File: src/rtl/dizi_algilayici_pkg.sv
// Shared types, constants and elaboration-time helpers for the serial
// pattern detector: state-index width, next-state table builder and the
// parameter legality check.
package dizi_algilayici_pkg;

  // Longest pattern the table layout can hold.
  localparam int MAKS_UZUNLUK = 16;
  // Bits needed for a state index 0..MAKS_UZUNLUK-1.
  localparam int DURUM_MAKS_W = 4;

  // One table entry: detect flag plus next matched-prefix length.
  typedef struct packed {
    logic                    tespit;
    logic [DURUM_MAKS_W-1:0] sonraki;
  } gecis_girdisi_t;

  localparam int GIRDI_W = $bits(gecis_girdisi_t);
  // Flat table: entry for (state k, bit b) sits at index 2*k+b.
  localparam int TABLO_W = MAKS_UZUNLUK * 2 * GIRDI_W;

  typedef logic [TABLO_W-1:0] gecis_tablosu_t;

  // Width of the state index: $clog2(N), never less than one bit.
  function automatic int durum_genislik(input int n);
    return (n <= 2) ? 1 : $clog2(n);
  endfunction

  // Pattern length and counter width must be in range.
  function automatic bit parametre_gecerli(input int n, input int sayac_w);
    return (n >= 2) && (n <= MAKS_UZUNLUK) && (sayac_w >= 1);
  endfunction

  // Builds the next-state table [k][bit]. Pattern bit i in arrival order
  // is desen[n-1-i]. For each (k, bit) the received string is the matched
  // prefix of length k followed by bit; the next state is the longest
  // pattern prefix (shorter than n) that is a suffix of that string. When
  // the string is the whole pattern a detection is flagged and, for the
  // overlapping variant, this search naturally yields the longest proper
  // border; the non-overlapping variant restarts from empty instead.
  function automatic gecis_tablosu_t tablo_olustur(
    input logic [MAKS_UZUNLUK-1:0] desen,
    input int                      n,
    input bit                      ortusme
  );
    gecis_tablosu_t tablo;
    gecis_girdisi_t girdi;
    int             ust;
    int             en_uzun;
    int             j;
    bit             uyar;
    bit             tespit;
    bit             s_bit;
    tablo = '0;
    for (int k = 0; k < n; k++) begin
      for (int b = 0; b < 2; b++) begin
        tespit  = (k == n - 1) && (desen[0] == b[0]);
        ust     = (k + 1 < n - 1) ? k + 1 : n - 1;
        en_uzun = 0;
        for (int l = ust; l > 0; l--) begin
          if (en_uzun == 0) begin
            uyar = 1'b1;
            for (int i = 0; i < l; i++) begin
              j     = k + 1 - l + i;
              s_bit = (j == k) ? b[0] : desen[n-1-j];
              if (desen[n-1-i] != s_bit) uyar = 1'b0;
            end
            if (uyar) en_uzun = l;
          end
        end
        if (tespit && !ortusme) en_uzun = 0;
        girdi.tespit  = tespit;
        girdi.sonraki = DURUM_MAKS_W'(en_uzun);
        tablo[(2*k+b)*GIRDI_W +: GIRDI_W] = girdi;
      end
    end
    return tablo;
  endfunction

endpackage

File: src/rtl/dizi_algilayici_desen_gecis.sv
// Combinational lookup into the elaboration-time transition table:
// (current matched-prefix length, incoming bit) -> (next length, detect).
module desen_gecis
  import dizi_algilayici_pkg::*;
#(
  parameter int DW = 2
) (
  input  gecis_tablosu_t  i_tablo,
  input  logic [DW-1:0]   i_durum,
  input  logic            i_bit,
  output logic [DW-1:0]   o_sonraki,
  output logic            o_tespit
);

  // Row index 2*k+bit, with k widened to the table's fixed index width.
  logic [DURUM_MAKS_W:0] w_satir;

  assign w_satir   = {DURUM_MAKS_W'(i_durum), i_bit};
  // Next state fits in DW bits because stored states are always below N.
  assign o_sonraki = DW'(i_tablo[w_satir*GIRDI_W +: DURUM_MAKS_W]);
  assign o_tespit  = i_tablo[w_satir*GIRDI_W + DURUM_MAKS_W];

endmodule

File: src/rtl/dizi_algilayici.sv
// Parametrised serial pattern detector. Tracks the longest pattern prefix
// that is a suffix of the qualified input stream (KMP automaton), emits a
// registered one-cycle pulse per detection and keeps a saturating count.
module dizi_algilayici
  import dizi_algilayici_pkg::*;
#(
  parameter int                       DESEN_UZUNLUK  = 4,
  parameter logic [DESEN_UZUNLUK-1:0] DESEN          = 4'b1011,
  parameter bit                       ORTUSME        = 1'b1,
  parameter int                       SAYAC_GENISLIK = 8
) (
  input  logic                                      saat,
  input  logic                                      reset,
  input  logic                                      giris,
  input  logic                                      gecerli,
  input  logic                                      temizle,
  output logic                                      bulundu,
  output logic [durum_genislik(DESEN_UZUNLUK)-1:0]  durum_no,
  output logic [SAYAC_GENISLIK-1:0]                 sayac
);

  localparam int DW = durum_genislik(DESEN_UZUNLUK);

  localparam gecis_tablosu_t TABLO =
    tablo_olustur(MAKS_UZUNLUK'(DESEN), DESEN_UZUNLUK, ORTUSME);

  if (!parametre_gecerli(DESEN_UZUNLUK, SAYAC_GENISLIK)) begin : g_parametre_hatasi
    $error("dizi_algilayici: DESEN_UZUNLUK=%0d must be 2..16, SAYAC_GENISLIK=%0d must be >=1",
           DESEN_UZUNLUK, SAYAC_GENISLIK);
  end

  logic [DW-1:0]             r_durum;
  logic                      r_bulundu;
  logic [SAYAC_GENISLIK-1:0] r_sayac;

  logic [DW-1:0]             w_tablo_sonraki;
  logic                      w_tablo_tespit;
  logic                      w_tespit;
  logic [DW-1:0]             w_durum_sonraki;
  logic [SAYAC_GENISLIK-1:0] w_sayac_sonraki;

  desen_gecis #(
    .DW (DW)
  ) u_gecis (
    .i_tablo   (TABLO),
    .i_durum   (r_durum),
    .i_bit     (giris),
    .o_sonraki (w_tablo_sonraki),
    .o_tespit  (w_tablo_tespit)
  );

  // A detection only counts on an edge where the bit is actually sampled.
  assign w_tespit = gecerli & w_tablo_tespit;

  // Next matched-prefix length: advance on a valid bit, otherwise hold.
  always_comb begin
    // NOTE: combinational blocks use blocking '=' and assign every output a
    // default first, so no path leaves a value unassigned and infers a latch.
    w_durum_sonraki = r_durum;
    if (gecerli) w_durum_sonraki = w_tablo_sonraki;
  end

  // Next counter value: clear wins over hold, a same-edge detection after
  // a clear leaves one, otherwise count up and stick at all-ones.
  always_comb begin
    w_sayac_sonraki = r_sayac;
    if (temizle) begin
      w_sayac_sonraki = w_tespit ? SAYAC_GENISLIK'(1) : '0;
    end else if (w_tespit && !(&r_sayac)) begin
      w_sayac_sonraki = r_sayac + SAYAC_GENISLIK'(1);
    end
  end

  // State, pulse and counter registers; synchronous reset overrides all.
  always_ff @(posedge saat) begin
    // NOTE: sequential state uses non-blocking '<=' so every register samples
    // pre-edge values; all three are small flops, so each gets a reset.
    if (reset) begin
      r_durum   <= '0;
      r_bulundu <= 1'b0;
      r_sayac   <= '0;
    end else begin
      r_durum   <= w_durum_sonraki;
      r_bulundu <= w_tespit;
      r_sayac   <= w_sayac_sonraki;
    end
  end

  assign durum_no = r_durum;
  assign bulundu  = r_bulundu;
  assign sayac    = r_sayac;

endmodule

File: config.mk
export PLATFORM = sky130hd
export DESIGN_NAME = dizi_algilayici
export DESIGN_NICKNAME = d
export VERILOG_FILES = /design/src/rtl/dizi_algilayici_pkg.sv /design/src/rtl/dizi_algilayici_desen_gecis.sv /design/src/rtl/dizi_algilayici.sv
export SDC_FILE = /design/constraint.sdc
export NUM_CORES = 1
export LEC_CHECK = 0
export BUFFER_PORTS_ARGS = -buffer_cell sky130_fd_sc_hd__buf_4
export CORE_MARGIN = 5
export CORE_UTILIZATION = 50
export CTS_CLUSTER_SIZE = 24
export DETAILED_ROUTE_END_ITERATION = 8
export HOLD_SLACK_MARGIN = 0.03
export PLACE_DENSITY = 0.77
export SYNTH_ARGS = -nofsm -noshare
export SYNTH_HDL_FRONTEND = slang
export SYNTH_SLANG_ARGS = --single-unit
File: constraint.sdc
create_clock -name saat -period 3.5 [get_ports saat]
set_clock_uncertainty 0.15 [all_clocks]
set_input_delay 0.175 -clock saat [delete_from_list [all_inputs] [get_ports saat]]
set_output_delay 0.175 -clock saat [all_outputs]
set_load 0.05 [all_outputs]
# Word level (Yosys, flattened, before mapping)

Memories as Yosys holds them, arrays and structs flattened.
Cells that the tools add are included.

Flip-flop bits (word level): 11
Bits in latches: 0
Bits in writable memories: 0
Memory bits (read-only): 256
Bits of input ports: 5
Output and inout port bits: 11
Word-level logic and storage cells: 18
Memories kept: 1

Memories:

| memory          | words | bits a word | read ports | clocked after Yosys merged registers in | wr ports | line                              | source |
|---|---|---|---|---|---|---|---|
| (no name shown) | 256   | 1           | 1          | 0                                       | 0        | dizi_algilayici_desen_gecis.sv:21 | `assign o_tespit = i_tablo[w_satir*GIRDI_W + DURUM_MAKS_W];` |

Add/subtract/negate cells: 2
Multipliers: 1
Div/mod/pow operators: 0
Magnitude comparators: 1
Equal/unequal tests: 0
Shift-type cells: 1
Mux-type cells: 4
Bitwise logic cells: 1
Reduce and logical (&&, ||, !) cells: 4

Operator list:

| kind                     | number |
|---|---|
| $shiftx 160x7->2 const A | 1 |
| $lt 32x9->1 const B      | 1 |
| $mux 8                   | 2 |
| $add 8x3->9 const B      | 1 |
| $add 8x1->8 const B      | 1 |
| $reduce_and 8->1         | 1 |
| $mul 3x3->6 const B      | 1 |
| $mux 1                   | 2 |
| $reduce_bool 2->1        | 1 |
| $and 1x1->1              | 1 |
| $logic_and 1x1->1        | 1 |
| $logic_not 1->1          | 1 |

# Longest topological paths before layout

Word-level depth: 8
Depth in mapped cells: 8
Gate-level depth less buffers: 8

# Modules after synthesis

Synthesis repeated with hierarchy kept, for this count alone.

Cell total of the unflattened synthesis: 125
Area total of the unflattened synthesis: 1285.0 um2

Modules (own cells, without submodules):

| module          | instances | cells each | area each (um2) | seq. area each (um2) |
|---|---|---|---|---|
| desen_gecis     | 1         | 65         | 767.0           | 0.0 |
| dizi_algilayici | 1         | 60         | 518.0           | 220.2 |

# Least setup slack after synthesis

Ideal clock, no wire load.

Kind: reg2reg
From: register r_durum[1], in the netlist durum_no[1]
To: register r_sayac[4], in the netlist sayac[4]
Arrival time: 2.879 ns
Data required time: 3.280 ns
Slack: 0.401 ns
Stages on the path, launching flop included: 9
Buffers on the path: 0
Clock period less this slack: 3.099 ns
Cell sequence: dfxtp_1 ha_1 ha_1 ha_1 a21bo_2 or4_4 o211a_2 or4_1 a21oi_1

Cells in the longest elaborated chain, start to end: 7

RTL lines:

| item                               | line                              | source |
|---|---|---|
| start, declared                    | dizi_algilayici.sv:32             | `logic [DW-1:0] r_durum;` |
| start signal, assigned             | dizi_algilayici.sv:83             | `r_durum <= w_durum_sonraki;` |
| $mul 3x3->6                        | dizi_algilayici_desen_gecis.sv:21 |  |
| $add 8x3->9                        | dizi_algilayici_desen_gecis.sv:21 |  |
| $mem_v2 256x1                      | --                                |  |
| $mux 1 (not written as such)       | dizi_algilayici_desen_gecis.sv:21 |  |
| $and 1x1->1                        | dizi_algilayici.sv:53             | `assign w_tespit = gecerli & w_tablo_tespit;` |
| $logic_and 1x1->1                  | dizi_algilayici.sv:69             | `end else if (w_tespit && !(&r_sayac)) begin` |
| $reduce_bool 2->1 (no source line) | --                                |  |
| end signal, assigned               | dizi_algilayici.sv:85             | `r_sayac <= w_sayac_sonraki;` |
| end, declared                      | dizi_algilayici.sv:34             | `logic [SAYAC_GENISLIK-1:0] r_sayac;` |

Every way passes these cells. The select of a mux whose other input is x is not followed.
A chain may end at the register's enable or synchronous reset.

# Final worst setup path

From: register r_durum[1], in the netlist durum_no[1]
To: register r_sayac[7], in the netlist sayac[7]

Same word-level chain as after synthesis.

==> impl_metrics.py <==
metrics = {
    "cells_and_area": {
        "fin_cells": 114,
        "final.fill_count": 113,
        "area_delta_synth_final_pct": 25.0,
        "diodes": 0,
        "fin_nets": 113,
        "drive_gt1_share_pct": 23.2,
    },
    "cts": {
        "postCtsHoldBufs": 2,
        "cts_tree": "built",
        "clk_pin_slew_worst_paths_ps": 80,
        "cts_made_buffers": 3,
        "postCtsSetupBuffers": 0,
        "clock-sinks": 11,
        "htree_levels": 1,
        "cts_resized": 0,
        "root_buffer": "clkbuf_4",
        "clkLatencyLatePin_ps": 280,
        "clk_path_buf_depth": 2,
    },
    "placement": {
        "portBuffers": 15,
        "dpl.hpwl_um": 1150,
        "dp_cells": 108,
        "place_congestion": 0.749,
    },
    "sta": {
        "fmax_mhz": 344,
        "worst_slew_pin_slew_ps": 449,
        "period_share_pct": 83.1,
        "setup_viol": 0,
        "finalHoldViolations": 0,
        "drv_slew": 0,
        "grt_setup_unrepaired": "false",
        "fin_hold_ws_ps": 31.5,
        "period_needed_ps": 2910,
        "slew_headroom_pct": 70.0,
        "fin_setup_tns_ps": 0,
    },
    "route": {
        "routedWlPerCell_um": 13.6,
        "drtIter0Drc": 11,
        "drtPass1Iterations": 4,
        "via_count": 696,
        "drt-vias-per-instance": 6.11,
        "wirelength_um": 1550,
        "antenna_left": 0,
        "drc": 0,
    },
    "setup_path": {
        "cp.required_ps": 3560,
        "cp_common_cell": "ha_1",
        "rr_worst_depth": 8,
        "startpoint": "durum_no[1]",
        "critPathLaunchType": "flop",
        "path_max_fanout": 10,
        "critPathTopFamily": "simple AND/OR/NAND/NOR gates",
        "path_cells": "ha_1 -> ha_1 -> ha_1 -> a21bo_2 -> or4_4 -> o211a_2 -> or4_1 -> a21oi_1",
        "crit_type": "flop to flop",
        "crit_buf_inv": 0,
        "crit_end": "sayac[7]",
        "r2r_slack_ps": 590,
        "path_depth": 8,
        "cp-end-kind": "flop",
        "arrival_ps": 2960,
        "cp_slowest_cell": "or4_1",
        "r2r_start": "durum_no[1]",
        "slowest_delay_ps": 510,
        "rr_endpoint": "sayac[7]",
    },
    "global_routing": {
        "grt_max_degree": 11,
        "gr-total-overflow": 0,
        "grt_usage_pct": 16.8,
        "grt_pass1_vias": 680,
        "antenna_found_initial": 0,
        "grt_first_pass_wirelength_um": 2630,
    },
    "yosys": {
        "yosysTopAreaCell": "dfxtp_1",
        "synth_seq_cells": 11,
        "synth.distinct_cells": 31,
        "ys.flop_type": "dfxtp_1",
        "synth_edf_count": 0,
        "yosys-top-cells-area": "dfxtp_1 32%, ha_1 14%, a21oi_1 4.3%",
        "ys.warnings.count": 0,
        "synth_most_common_cell": "dfxtp_1",
        "synth_top_area_share_pct": 31.7,
        "syn-num-nets": 92,
        "async_reset_ff_share_pct": 0,
        "syn_area_um2": 696,
        "netlist_top_cells_count": "11 x dfxtp_1, 8 x ha_1, 6 x a21oi_1, 6 x inv_1",
        "avgSynthCellArea_um2": 8.81,
        "synth_cells": 79,
        "ys_seq_area_share_pct": 31.7,
    },
    "die": {
        "core_um2": 1300,
        "dieArea_um2": 2240,
        "die_h_um": 47.3,
        "boundaryPins": 16,
        "start_util_pct": 53.5,
        "placementRows": 13,
        "dieWidth_um": 47.3,
    },
    "power": {
        "leakagePower_nw": 0.393,
        "vdd_drop_max_uv": 233,
        "power.density_nw_per_um2": 310,
    },
    "status": {
        "outcome": "finished, final reports clean",
    },
    "run": {
        "drv_cap": 0,
    },
    "hold_path": {
        "hold_path_class": "input pin to flop",
    },
}
## layer usage
layer / vias to the layer above / part of all wire, % / GRT usage (%)
li1: 344 / - / -
met1: 331 / 44 / 18.3
met2: 16 / 48 / 27.5
met3: 5 / 4.6 / 4.21
met4: 0 / 2.6 / 12.7
met5: - / 0 / 0
## how the worst min path moves through the flow
stage	start	end	slack, ps	cells past startpoint
floorplan	reset	bulundu	100	1
global placement	reset	durum_no[0]	240	2
detailed placement	reset	durum_no[0]	240	2
CTS	temizle	sayac[0]	30	3
global route	temizle	sayac[0]	60	3
finish	temizle	sayac[0]	30	3
## layout by cell type (no fill, tap or decap)
cell,netlist,routed
a21bo_2,1,1
a31oi_1,2,2
or4_1,3,3
clkbuf_1,0,1
inv_1,6,6
clkbuf_4,0,3
o41ai_1,1,1
nand4_1,1,1
dfxtp_1,11,11
a2111o_1,1,1
and2_1,2,2
xnor2_1,1,1
or4_4,1,1
o211ai_1,2,2
a41o_1,1,1
or2b_1,1,1
and3_1,4,4
o31ai_1,3,3
a21oi_1,6,6
nand2_1,5,5
buf_4,0,15
dlygate4sd3_1,0,2
o21ai_0,2,2
o311a_1,1,1
a311oi_1,1,1
nand3_1,5,5
o211a_2,1,1
nor2_1,3,3
or2_2,1,1
o311ai_0,1,1
mux2i_1,1,1
ha_1,8,8
or3_2,1,1
o2111ai_1,1,1
## per-stage QoR
stage / power, W / utilization (%) / instance area, um^2 / setup WS, ps
detailed placement: 0.000180 / 63.3 / 823 / 622
CTS: 0.000271 / 66.8 / 870 / 584
finish: 0.000269 / 66.8 / 870 / 591
floorplan: 0.000165 / - / 696 / 401
global placement: 0.000179 / 63.3 / 823 / 699
global route: 0.000286 / 66.8 / 870 / 510
## sequential cells by signal (all words and copies together) (netlist names)
| signal | flops |
|---|---|
| sayac | 8 |
| bulundu | 1 |
| durum_no | 2 |
## cell families (layout without fill, tap and decap cells)
group	Yosys count	after routing	share of synthesized area [%]
AND/OR/NAND/NOR	27	27	22.1
XOR/XNOR	1	1	1.26
flip-flops	11	11	31.7
AO/OA/AOI/OAI	24	24	25.4
multiplexers	1	1	1.44
adder cells (fa/ha/maj)	8	8	14.4
buffers and inverters	7	27	3.78
## area by class of cell
class | instances | area (um^2) | area share (%)
flip-flops and latches | 11 | 220 | 25.3
multi-input cells | 61 | 449 | 51.7
inverters | 6 | 22.5 | 2.59
clock buffers | 4 | 26.3 | 3.02
well taps | 15 | 18.8 | 2.16
repair buffers | 17 | 133 | 15.3
## worst register-to-register path: stages (launching register included)
cell,delay (ps)
dfxtp_1,470
ha_1,210
ha_1,230
ha_1,300
a21bo_2,220
or4_4,410
o211a_2,190
or4_1,510
a21oi_1,150
## power breakdown
| part | switching, W | leakage [nW] | total [W] | internal [W] |
|---|---|---|---|---|
| logic | 0.0000292 | 0.290 | 0.0000486 | 0.0000195 |
| clock network | 0.0000462 | 0.0150 | 0.0000905 | 0.0000442 |
| registers | 0.00000301 | 0.0889 | 0.000130 | 0.000127 |
No activity file was read; power rests on OpenSTA's default activity.
